`src/rtl/obstacle_scheduler_pkg.sv`:
```
// Shared types and helpers for the obstacle scheduler: FSM states, the empty
// type code and modulo-N index stepping that wraps by compare, so any depth works.
package obstacle_scheduler_pkg;

   typedef enum logic [2:0] {
      WAITING,
      RUNNING,
      SPAWN,
      SETTLE,
      RETIRE,
      CRASHED
   } state_t;

   localparam int NONE = 0;

   function automatic int idx_incr(input int idx, input int n);
      return (idx >= n - 1) ? 0 : idx + 1;
   endfunction

   function automatic int idx_decr(input int idx, input int n);
      return (idx == 0) ? n - 1 : idx - 1;
   endfunction

endpackage

```
`src/rtl/obstacle_scheduler_type_picker.sv`:
```
// Combinational type search: walks the rng-rotated candidate list and takes the
// first type that is fast enough and would not extend a run of identical types.
module obstacle_type_picker
   import obstacle_scheduler_pkg::*;
#(
   parameter int TYPE_COUNT = 3,
   parameter int DUP_LIMIT  = 2,
   parameter int TYPE_W     = $clog2(TYPE_COUNT + 1)
) (
   input  logic [TYPE_W-1:0] hist [DUP_LIMIT],
   input  logic              hist_full,
   input  logic [14:0]       speed,
   input  logic [14:0]       min_speed [TYPE_COUNT+1],
   input  logic [10:0]       rng_data,
   output logic [TYPE_W-1:0] pick_type,
   output logic              pick_found
);

   int                cand;
   logic [TYPE_W-1:0] cand_t;
   logic              dup;

   always_comb begin
      cand       = 0;
      cand_t     = '0;
      dup        = 1'b0;
      pick_type  = TYPE_W'(NONE);
      pick_found = 1'b0;
      for (int i = 0; i < TYPE_COUNT; i++) begin
         cand   = ((int'(rng_data) + i) % TYPE_COUNT) + 1;
         cand_t = TYPE_W'(cand);
         // hist_full is low while fewer than DUP_LIMIT entries exist
         dup    = hist_full;
         for (int k = 0; k < DUP_LIMIT; k++) begin
            if (hist[k] != cand_t) dup = 1'b0;
         end
         if (!pick_found && (speed >= min_speed[cand_t]) && !dup) begin
            pick_found = 1'b1;
            pick_type  = cand_t;
         end
      end
   end

endmodule

```
`src/rtl/obstacle_scheduler.sv`:
```
// Circular queue manager for scrolling obstacle slots: spawns, types and retires.
// Define OBSTACLE_SCHEDULER_MULTI_RETIRE_EN to retire a whole removable run per update.
module obstacle_scheduler
   import obstacle_scheduler_pkg::*;
#(
   parameter int N_SLOTS    = 7,
   parameter int TYPE_COUNT = 3,
   parameter int DUP_LIMIT  = 2,
   parameter int GAME_WIDTH = 640,
   parameter int IDX_W      = $clog2(N_SLOTS),
   parameter int TYPE_W     = $clog2(TYPE_COUNT + 1)
) (
   input  logic                clk,
   input  logic                rst,
   input  logic                update,
   input  logic                start,
   input  logic                crash,
   input  logic                restart,
   input  logic                spawn_en,
   input  logic [14:0]         speed,
   input  logic [14:0]         min_speed [TYPE_COUNT+1],
   input  logic [10:0]         rng_data,
   input  logic signed [10:0]  slot_x_pos [N_SLOTS],
   input  logic [9:0]          slot_width [N_SLOTS],
   input  logic [10:0]         slot_gap [N_SLOTS],
   input  logic [N_SLOTS-1:0]  slot_visible,
   input  logic [N_SLOTS-1:0]  slot_remove,
   output logic                slot_update,
   output logic [N_SLOTS-1:0]  slot_start,
   output logic [TYPE_W-1:0]   slot_type [N_SLOTS],
   output logic [IDX_W-1:0]    front_idx,
   output logic                front_valid,
   output logic [IDX_W:0]      count,
   output logic                spawn_blocked,
   output state_t              state_dbg
);

`ifdef OBSTACLE_SCHEDULER_MULTI_RETIRE_EN
   localparam int RETIRE_MAX = N_SLOTS;
`else
   localparam int RETIRE_MAX = 1;
`endif

   localparam logic [IDX_W:0]     FULL = (IDX_W + 1)'(N_SLOTS);
   localparam logic signed [12:0] GW_S = 13'(GAME_WIDTH);

   state_t              state_q, state_d;
   logic [IDX_W-1:0]    front_q, front_d;
   logic [IDX_W-1:0]    back_q, back_d;
   logic [IDX_W:0]      count_q, count_d;
   logic [N_SLOTS-1:0]  start_q, start_d;
   logic [TYPE_W-1:0]   type_q [N_SLOTS];
   logic [TYPE_W-1:0]   type_d [N_SLOTS];
   logic [IDX_W-1:0]    front_idx_q, front_idx_d;
   logic                front_valid_q, front_valid_d;

   logic                slot_update_c, blocked_c;
   logic [IDX_W-1:0]    last_idx;
   logic signed [12:0]  thr_sum;
   logic                spawn_want;
   logic [TYPE_W-1:0]   hist [DUP_LIMIT];
   logic                hist_full;
   logic [TYPE_W-1:0]   pick_type;
   logic                pick_found;
   int                  hist_j;
   int                  ret_idx, ret_cnt;
   logic                ret_stop;

   // Newest entry sits one behind back; the threshold test looks at its right edge plus gap.
   assign last_idx = IDX_W'(idx_decr(int'(back_q), N_SLOTS));
   assign thr_sum  = {{2{slot_x_pos[last_idx][10]}}, slot_x_pos[last_idx]}
                   + {3'b000, slot_width[last_idx]}
                   + {2'b00, slot_gap[last_idx]};
   assign spawn_want = spawn_en &&
                       ((count_q == '0) || (slot_visible[last_idx] && (thr_sum < GW_S)));

   always_comb begin
      hist_j = int'(back_q);
      for (int k = 0; k < DUP_LIMIT; k++) begin
         hist_j  = idx_decr(hist_j, N_SLOTS);
         hist[k] = type_q[IDX_W'(hist_j)];
      end
   end

   assign hist_full = int'(count_q) >= DUP_LIMIT;

   obstacle_type_picker #(
      .TYPE_COUNT (TYPE_COUNT),
      .DUP_LIMIT  (DUP_LIMIT),
      .TYPE_W     (TYPE_W)
   ) u_picker (
      .hist       (hist),
      .hist_full  (hist_full),
      .speed      (speed),
      .min_speed  (min_speed),
      .rng_data   (rng_data),
      .pick_type  (pick_type),
      .pick_found (pick_found)
   );

   always_comb begin
      state_d       = state_q;
      front_d       = front_q;
      back_d        = back_q;
      count_d       = count_q;
      start_d       = start_q;
      type_d        = type_q;
      front_idx_d   = front_q;
      front_valid_d = (count_q != '0);
      slot_update_c = 1'b0;
      blocked_c     = 1'b0;
      ret_idx       = int'(front_q);
      ret_cnt       = int'(count_q);
      ret_stop      = 1'b0;
      if (restart) begin
         state_d       = WAITING;
         front_d       = '0;
         back_d        = '0;
         count_d       = '0;
         start_d       = '0;
         type_d        = '{default: TYPE_W'(NONE)};
         front_idx_d   = '0;
         front_valid_d = 1'b0;
      end else begin
         case (state_q)
            WAITING: if (start) state_d = RUNNING;
            RUNNING: begin
               if (crash)       state_d = CRASHED;
               else if (update) state_d = SPAWN;
            end
            SPAWN: begin
               slot_update_c = 1'b1;
               state_d       = SETTLE;
               if (spawn_want) begin
                  if (count_q == FULL) begin
                     blocked_c = 1'b1;
                  end else if (pick_found) begin
                     type_d[back_q]  = pick_type;
                     start_d[back_q] = 1'b1;
                     back_d          = IDX_W'(idx_incr(int'(back_q), N_SLOTS));
                     count_d         = count_q + (IDX_W + 1)'(1);
                  end
               end
            end
            SETTLE: state_d = RETIRE;
            RETIRE: begin
               // Walk forward from front while slots keep reporting removable.
               for (int k = 0; k < RETIRE_MAX; k++) begin
                  if (!ret_stop && (ret_cnt != 0) && slot_remove[IDX_W'(ret_idx)]) begin
                     start_d[IDX_W'(ret_idx)] = 1'b0;
                     ret_idx = idx_incr(ret_idx, N_SLOTS);
                     ret_cnt = ret_cnt - 1;
                  end else begin
                     ret_stop = 1'b1;
                  end
               end
               front_d = IDX_W'(ret_idx);
               count_d = (IDX_W + 1)'(ret_cnt);
               state_d = RUNNING;
            end
            CRASHED: state_d = CRASHED;
            default: state_d = WAITING;
         endcase
      end
   end

   always_ff @(posedge clk or posedge rst) begin
      if (rst) begin
         state_q       <= WAITING;
         front_q       <= '0;
         back_q        <= '0;
         count_q       <= '0;
         start_q       <= '0;
         type_q        <= '{default: TYPE_W'(NONE)};
         front_idx_q   <= '0;
         front_valid_q <= 1'b0;
      end else begin
         state_q       <= state_d;
         front_q       <= front_d;
         back_q        <= back_d;
         count_q       <= count_d;
         start_q       <= start_d;
         type_q        <= type_d;
         front_idx_q   <= front_idx_d;
         front_valid_q <= front_valid_d;
      end
   end

   assign slot_update   = slot_update_c;
   assign spawn_blocked = blocked_c;
   assign slot_start    = start_q;
   assign slot_type     = type_q;
   assign front_idx     = front_idx_q;
   assign front_valid   = front_valid_q;
   assign count         = count_q;
   assign state_dbg     = state_q;

endmodule

```
`config.mk`:
```
export PLATFORM = sky130hd
export DESIGN_NAME = obstacle_scheduler
export DESIGN_NICKNAME = d
export VERILOG_FILES = /design/src/rtl/obstacle_scheduler_pkg.sv /design/src/rtl/obstacle_scheduler_type_picker.sv /design/src/rtl/obstacle_scheduler.sv
export SDC_FILE = /design/constraint.sdc
export NUM_CORES = 1
export LEC_CHECK = 0
export ABC_AREA = 1
export BUFFER_PORTS_ARGS = -buffer_cell sky130_fd_sc_hd__buf_2
export CORE_ASPECT_RATIO = 1.5
export CORE_MARGIN = 5
export CORE_UTILIZATION = 38
export CTS_CLUSTER_SIZE = 28
export DETAILED_ROUTE_END_ITERATION = 10
export GPL_TIMING_DRIVEN = 0
export PLACE_DENSITY = 0.71
export SKIP_LAST_GASP = 1
export SLEW_MARGIN = 25
export SYNTH_ARGS = -nofsm -noshare
export SYNTH_HDL_FRONTEND = slang
export SYNTH_HIERARCHICAL = 1
export SYNTH_SLANG_ARGS = --single-unit
export TNS_END_PERCENT = 50
```
`constraint.sdc`:
```
create_clock -name clk -period 10.1 [get_ports clk]
set_clock_uncertainty 0.05 [all_clocks]
set_input_delay 1.01 -clock clk [delete_from_list [all_inputs] [get_ports clk]]
set_output_delay 1.01 -clock clk [all_outputs]
set_load 0.01 [all_outputs]
```
==> results.sh <==
export IMPL_status="complete, no violations"
export IMPL_yosysMostFrequentCell="nand2_1"
export IMPL_cts_root_buf="clkbuf_16"
export IMPL_grt_use_total=0.305
export IMPL_yosys_area_top_type="nand2_1"
export IMPL_slowest_stage="ha_1"
export IMPL_worst_slew_pin_slew_ns=1.15
export IMPL_worstSetupEndpointType="flop"
export IMPL_viasPerCell=5.76
export IMPL_slew_headroom=0.227
export IMPL_synth_area_sq_um=10500
export IMPL_via_count=14300
export IMPL_clockBufferDepth=2
export IMPL_first_pass_iters=6
export IMPL_grt_antenna_before_repair=12
export IMPL_grt_ovfl_total=0
export IMPL_cts_tree="done"
export IMPL_syn_avg_cell_area_sq_um=6.07
export IMPL_hold_viol_final=0
export IMPL_floorplan_initialDensity=0.385
export IMPL_path_max_fanout=10
export IMPL_cts_made_buffers=5
export IMPL_cap_violations=0
export IMPL_routedWlPerCell_um=20.7
export IMPL_synth_edf_count=0
export IMPL_grt_pass1_vias=13600
export IMPL_hold_class="reg -> reg"
export IMPL_synthFlopType="dfrtp_1"
export IMPL_synth_cells=1732
export IMPL_detail_route_antenna_nets=0
export IMPL_leakagePower_nw=7.15
export IMPL_whs_path_depth=2
export IMPL_fin_crit_ns=9.66
export IMPL_finalPower_w=0.00517
export IMPL_arrival_ns=9.78
export IMPL_yosysSeqAreaShare=0.0904
export IMPL_insertion_delay_ns=0.29
export IMPL_layout_drive_gt1_share=0.296
export IMPL_postPlaceCellArea_sq_um=12800
export IMPL_setup_viol=0
export IMPL_worst_r2r_cell_count=33
export IMPL_synth_top_area_frac=0.156
export IMPL_core_sq_um=27300
export IMPL_hold_ws_ns=0.460
export IMPL_wirelength_um=51500
export IMPL_preCtsSetupSlack_ns=-0.441
export IMPL_die_w_um=146
export IMPL_synth_seq_cells=38
export IMPL_netlist_top_cells_count="nand2_1 (437), nor2_1 (177), inv_1 (170)"
export IMPL_clk_pin_slew_ns=0.06
export IMPL_fillers=2864
export IMPL_clock_sinks=38
export IMPL_yosys_top_cells_area="nand2_1 (16%), ha_1 (9.9%), dfrtp_1 (9.0%)"
export IMPL_cp_start_kind="primary input"
export IMPL_die_h_um=214
export IMPL_ys_types=64
export IMPL_clock_fmax_mhz=104
export IMPL_cp_common_cell="nand2_1"
export IMPL_max_stage_delay_ns=0.31
export IMPL_multi_input_area_sq_um=8720
export IMPL_grt_max_degree=24
export IMPL_ys_async_sr_fraction=1.00
export IMPL_syn_num_nets=2156
export IMPL_criticalPathCategory="in -> reg"
export IMPL_io_pins=365
export IMPL_seqCellArea_sq_um=951
export IMPL_worst_slack_ns=0.439
export IMPL_cellPowerDensity_nw_per_um2=380
export IMPL_nNetsFinal=2561
export IMPL_fin_area_sq_um=13600
export IMPL_drt_initial_drc_count=1089
export IMPL_utilization=0.498
export IMPL_drc=0
export IMPL_crit_required_ns=10.22
export IMPL_syn_to_final_growth_pct=29.4
export IMPL_die_area_sq_um=31200
export IMPL_finalCritPeriodShare=0.957
export IMPL_peakVddDrop_uv=252
export IMPL_port_buffers=360
export IMPL_grt_pass1_wl_um=75300
export IMPL_drv_slew=0
export IMPL_hpwl_um=43100
export IMPL_yosys_warnings=6
export IMPL_cts_htree_levels=2
export IMPL_routabilityCongestion=1.03
export IMPL_rows=74
[where the power goes]
group	total (W)	internal [W]	switching, W
clock	0.000175	0.000112	0.0000629
combinational	0.00478	0.00166	0.00312
sequential	0.000218	0.000184	0.0000345
total	0.00517	0.00195	0.00322
[path summary, 6_finish.rpt]
path | startpoint | to | slack [ns]
max in group asynchronous | rst | slot_type[4]$_DFFE_PP0P_ | 8.87
worst max register to register | back_q[0]$_DFFE_PP0P_ | slot_type[2]$_DFFE_PP0P_ | 2.36
min in group asynchronous | rst | state_dbg[2]$_DFFE_PP0P_ | 0.67
worst min register to register | slot_start[4]$_DFFE_PP0P_ | slot_start[4]$_DFFE_PP0P_ | 0.46
worst max-delay path | rng_data[9] | slot_type[9]$_DFFE_PP0P_ | 0.44
worst min-delay path | slot_start[4]$_DFFE_PP0P_ | slot_start[4]$_DFFE_PP0P_ | 0.46
[per-stage QoR]
step	instances	setup TNS, ns
2_1_floorplan	1732	0
6_report	2488	0
5_1_grt	2487	-3.33
3_3_place_gp	2434	-5.59
4_1_cts	2446	0
3_5_place_dp	2435	-8.95
[sequential cells by signal (all words and copies together), names as in the netlist]
| signal | flops |
|---|---|
| front_q | 3 |
| back_q | 3 |
| count | 4 |
| front_valid | 1 |
| state_dbg | 3 |
| slot_start | 7 |
| front_idx | 3 |
| slot_type | 14 |
[timing repair]
item	4_1_cts	5_1_grt
endpoints found under the setup margin	20	28
gates resized for setup	3	107
hold buffers	0	0
cloned	0	1
buffers inserted	3	33
pin swaps	1	36
[critical path, delay by kind of cell]
| kind | cells | cell delay (ns) |
|---|---|---|
| compound gates | 13 | 2.00 |
| xor+xnor | 1 | 0.16 |
| fa+ha+maj | 4 | 0.92 |
| buf+inv | 11 | 1.07 |
| simple gates | 41 | 4.55 |
[kinds of logic (layout without fill, tap and decap cells)]
family / Yosys count / in the layout / share of synthesized area
and+or+nand+nor: 926 / 926 / 0.412
other: 0 / 8 / 0
buffers and inverters: 280 / 686 / 0.111
DFF: 38 / 38 / 0.0904
adders and majority gates: 93 / 93 / 0.118
AOI/OAI and AO/OA: 367 / 367 / 0.245
xor gates and xnor gates: 28 / 28 / 0.0240
[cell type report]
type	count	area share
diodes	8	0.00147
plain buffers	84	0.0342
clock buffers	8	0.0122
inverters	196	0.0547
multi-input cells	1414	0.641
flip-flops and latches	38	0.0698
well taps	342	0.0314
repair buffers	398	0.155
[routing by layer]
metal	vias to the layer above	GRT usage	share of wire
met5	-	0	0.00095
met3	192	0.0805	0.081
met2	666	0.568	0.50
met1	6581	0.300	0.34
li1	6881	-	-
met4	8	0.196	0.074
[layout by cell type, fill, tap and decap left out, drive strengths merged, types with 2 or more instances in the layout]
cell type    n
nand4       58
o211ai      25
buf        437
o32ai        2
inv        194
nor4         5
o22ai       16
a311oi      29
a21oi       52
a221oi      11
fa          10
ha          83
clkbuf      53
a211oi       7
nor3        34
a31o        17
nand3b       6
dfrtp       38
o221ai      77
a21o         3
a21boi       2
nand2      473
xor2        22
xnor2        6
o2111ai      2
a31oi       20
nand3      147
a32o         2
o31ai        4
o21ai       84
o21a         9
nor2       195
diode        8
or2          6
Power figures use the tool's default switching activity.
